### src/rtl/prio_enc_event_queue.sv
// prio_enc_event_queue: captures rising edges on N request lines into a sticky
// pending vector and presents them one at a time, highest index first, as a
// binary code behind a valid/ready handshake.
// Optional feature: define PRIO_ENC_SYNC_EN to insert a two-flop synchroniser
// on every request line ahead of the edge detector.
module prio_enc_event_queue #(
    parameter int unsigned N       = 10,
    parameter bit          ACT_LOW = 1'b0,
    localparam int unsigned W      = $clog2(N)
) (
    input  logic         clk,
    input  logic         rst_n,
    input  logic [N-1:0] i,
    output logic [W-1:0] o_code,
    output logic         o_valid,
    input  logic         i_ready,
    output logic         o_busy,
    output logic         o_drop
);

    typedef enum logic [0:0] {StEmpty, StFull} state_e;

    state_e       state_q, state_d;
    logic [N-1:0] pending_q, pending_d;
    logic [N-1:0] raw_q;
    logic [W-1:0] code_q, code_d;
    logic         busy_q, busy_d;
    logic         drop_q, drop_d;

    logic [N-1:0] raw_in, raw, rise, clr;
    logic [W-1:0] hi_idx;
    logic         load;

    assign raw_in = ACT_LOW ? ~i : i;

`ifdef PRIO_ENC_SYNC_EN
    logic [N-1:0] sync1_q, sync2_q;

    // Two-flop synchroniser for lines that are asynchronous to clk
    always_ff @(posedge clk or negedge rst_n) begin
        if (!rst_n) begin
            sync1_q <= '0;
            sync2_q <= '0;
        end else begin
            sync1_q <= raw_in;
            sync2_q <= sync1_q;
        end
    end

    assign raw = sync2_q;
`else
    assign raw = raw_in;
`endif

    assign rise = raw & ~raw_q;

    // Highest set index of the pending vector as it stood before this cycle's rises
    always_comb begin
        hi_idx = '0;
        for (int k = 0; k < N; k++) begin
            if (pending_q[k]) begin
                hi_idx = W'(k);
            end
        end
    end

    // Output FSM and pending-vector next state
    always_comb begin
        state_d = state_q;
        code_d  = code_q;
        load    = 1'b0;
        clr     = '0;
        unique case (state_q)
            StEmpty: begin
                if (pending_q != '0) begin
                    load    = 1'b1;
                    state_d = StFull;
                end
            end
            StFull: begin
                if (i_ready) begin
                    if (pending_q != '0) begin
                        load = 1'b1;
                    end else begin
                        state_d = StEmpty;
                    end
                end
            end
            default: state_d = StEmpty;
        endcase
        if (load) begin
            clr[hi_idx] = 1'b1;
            code_d      = hi_idx;
        end
        // A rise on the bit being cleared wins; a rise on a held bit is dropped
        pending_d = (pending_q & ~clr) | rise;
        drop_d    = |(rise & pending_q & ~clr);
        busy_d    = |pending_d;
    end

    // State registers
    always_ff @(posedge clk or negedge rst_n) begin
        if (!rst_n) begin
            state_q   <= StEmpty;
            pending_q <= '0;
            raw_q     <= '0;
            code_q    <= '0;
            busy_q    <= 1'b0;
            drop_q    <= 1'b0;
        end else begin
            state_q   <= state_d;
            pending_q <= pending_d;
            raw_q     <= raw;
            code_q    <= code_d;
            busy_q    <= busy_d;
            drop_q    <= drop_d;
        end
    end

    assign o_code  = code_q;
    assign o_valid = (state_q == StFull);
    assign o_busy  = busy_q;
    assign o_drop  = drop_q;

endmodule
### config.mk
export PLATFORM = sky130hd
export DESIGN_NAME = prio_enc_event_queue
export DESIGN_NICKNAME = d
export VERILOG_FILES = /design/src/rtl/prio_enc_event_queue.sv
export SDC_FILE = /design/constraint.sdc
export NUM_CORES = 1
export LEC_CHECK = 0
export BUFFER_PORTS_ARGS = -buffer_cell sky130_fd_sc_hd__buf_2
export CAP_MARGIN = 10
export CORE_MARGIN = 2
export CORE_UTILIZATION = 35
export CTS_CLUSTER_DIAMETER = 40
export DETAILED_ROUTE_END_ITERATION = 12
export PLACE_DENSITY_LB_ADDON = 0.3
export SETUP_SLACK_MARGIN = 0.05
export SYNTH_ARGS = -nofsm -noshare
export SYNTH_HDL_FRONTEND = slang
export SYNTH_SLANG_ARGS = --single-unit
### constraint.sdc
create_clock -name clk -period 2.5 [get_ports clk]
set_input_delay 0.5 -clock clk [delete_from_list [all_inputs] [get_ports clk]]
set_output_delay 0.5 -clock clk [all_outputs]
set_load 0.1 [all_outputs]
==> metrics.txt <==
status completed; Max Fclk 499 MHz; delay-heaviest family, CP simple AND/OR/NAND/NOR gates; GRT Resource Usage Total between 10% and 20%; Layout fillers 362; first-pass GRT wire length approximately 4200 um; Root Buffer clkbuf_4; synthesized area about 1200 sq um; Post-synth top flop dfrtp_1; Post-synth EDFFs 0; syn_area_per_cell around 11 sq um; DP Area 1380 sq um; Critical Path Source Type flip-flop; Crit Path Class flip-flop to flip-flop; Final GP Congestion around 0.8; initial antenna violation count 0; I/O pin cnt 20; CTS H-tree lvls 1; Port Buffer Count 19; die height 63.6 um; Synthesis Warnings 0; design area 1400 sq um; WL per Instance 13.6 um; CTS Buffer Depth 2; CTS tree built; worst skew pair latency 0.32 ns; final hold vios 0; worst vdd ir 0.222 mV; Slew Limit Headroom 35.9%; clock sink count 27; Yosys reg bits 27; DR DRC count 0; CP bufs+invs 0; Synth top area share 54.3%; CP required 2.69 ns; Initial Utilization between 30% and 40%; DR vias/cell ~5.3; Hold Crit Class input port to async pin; layout cells sized above 1 22.1%; Post-Synthesis Cells 116; cell mode on critical path nand3_1; Worst Setup End Kind flip-flop; post-CTS resize count 0; Core ar. 3360 sq um; ranking of synthesized cells by area dfrtp_1, nand2_1, o21ai_0; Worst-path clk slew 0.14 ns; Final Non-Filler Cells 182; ant diodes 0; Final period util 80.2%; RR Endpoint o_drop$_DFF_PN0_; fraction of registers with async set/reset 100%; # hold bufs at CTS 0; fin util roughly two fifths; post-CTS setup buffers 0; Total Neg Setup Slack 0 ns; Final setup viols 0; most common cell after layout, fill and taps aside dfrtp_1; PD cells 607 nW/um^2; slowest CP cell dfrtp_1; min cycle time layout 2.00 ns; max-slew violations 0; Worst-Margin Slew 0.960 ns; crit-path max FO 8; Routed Antenna Nets 0; FP Rows 21; Multi-input gate area around 540 sq um; die width 63.6 um; Synth area leader dfrtp_1; max-cap violations 0; largest net degree at the start of global routing 28; Iter 0 DRT Violations 32; syn nets 129; RR Startpoint pending_q[6]$_DFF_PN0_; 1st-pass router iterations 4; RSZ-0062 raised after global routing no; post-synth cell types 36; Reg2Reg Depth 5; vias after detailed routing around 960; CTS buffer count 3; register area share after synthesis between 50 and 60%; cells along the critical path nor4_2, nand3_1, o311a_1, nor4_1, nand3_1; Reg area 676 sq um; Routed WL 2480 um; vias in the first global route 931; placed cells 178; CP peak stage delay approximately 0.50 ns; Area Overhead vs Synth 12.8%; R2R setup slack about 0.50 ns; commonest cells after routing, fill and taps aside dfrtp_1, buf_2, nand2_1, o21ai_0, nand2b_1; Leak 0.000560 uW; Final HPWL DP 1930 um; GRT overflow 0; Total Die Area 4050 sq um; clk_skew 0.00784 ns; Final nets 150; Worst EP arrival 2.19 ns
-- where the power goes --
group,switching [uW],internal [uW],leakage (uW)
Combinational,137,44.0,0.000256
Sequential,26.5,464,0.000289
Clock,118,62.3,0.0000150
-- worst max-delay path by stage --
stage	slack (ns)	end	cells past startpoint	start
after floorplan	0.41	o_drop$_DFF_PN0_	6	o_valid$_DFF_PN0_
after global placement	0.56	o_drop$_DFF_PN0_	6	i_ready
after detailed placement	0.51	o_busy$_DFF_PN0_	6	i_ready
after CTS	0.52	o_drop$_DFF_PN0_	5	pending_q[6]$_DFF_PN0_
after global routing	0.37	o_drop$_DFF_PN0_	5	pending_q[6]$_DFF_PN0_
final	0.50	o_drop$_DFF_PN0_	5	pending_q[6]$_DFF_PN0_
-- stage by stage --
step                hold WS, ns  power (uW)  worst slack [ns]
floorplan                 0.204         632             0.409
global placement          0.458         679             0.562
detailed placement        0.472         681             0.510
CTS                       0.168         866             0.519
global route              0.182         905             0.369
finish                    0.159         852             0.496
-- cells by family after synthesis --
logic type	after synthesis	synth area share [%]
compound gates	26	15.1
flops	27	54.3
simple gates	58	28.4
buf+inv	5	2.21
-- flip-flops by register name (all words and copies together) (netlist names) --
register	flops
o_busy	1
o_code	4
o_drop	1
o_valid	1
pending_q	10
raw_q	10
-- cell usage after synthesis, types with 2 or more instances --
master / n
o21ai_0: 9
o41ai_1: 2
nand4_1: 3
nor3_1: 3
and3b_1: 3
nor4_2: 2
inv_1: 2
nand3_1: 5
nor2b_1: 6
nand2_1: 13
nor2_1: 6
nand2b_1: 7
o21ai_1: 3
dfrtp_1: 27
o31ai_1: 4
-- layout make-up --
cell class | count | area share, %
inverters | 2 | 0.535
flip-flops and latches | 27 | 48.2
well taps | 46 | 4.10
repair buffers | 19 | 6.78
clock buffers | 4 | 1.87
multi-input cells | 84 | 38.5
-- routing by layer --
layer / global-route usage [%] / part of all wire (%) / vias up
met5: 0 / 0 / -
li1: - / - / 464
met4: 5.71 / 0.77 / 0
met2: 21.3 / 49 / 22
met3: 2.50 / 3.8 / 2
met1: 17.1 / 47 / 468
No activity file was read; power rests on OpenSTA's default activity.
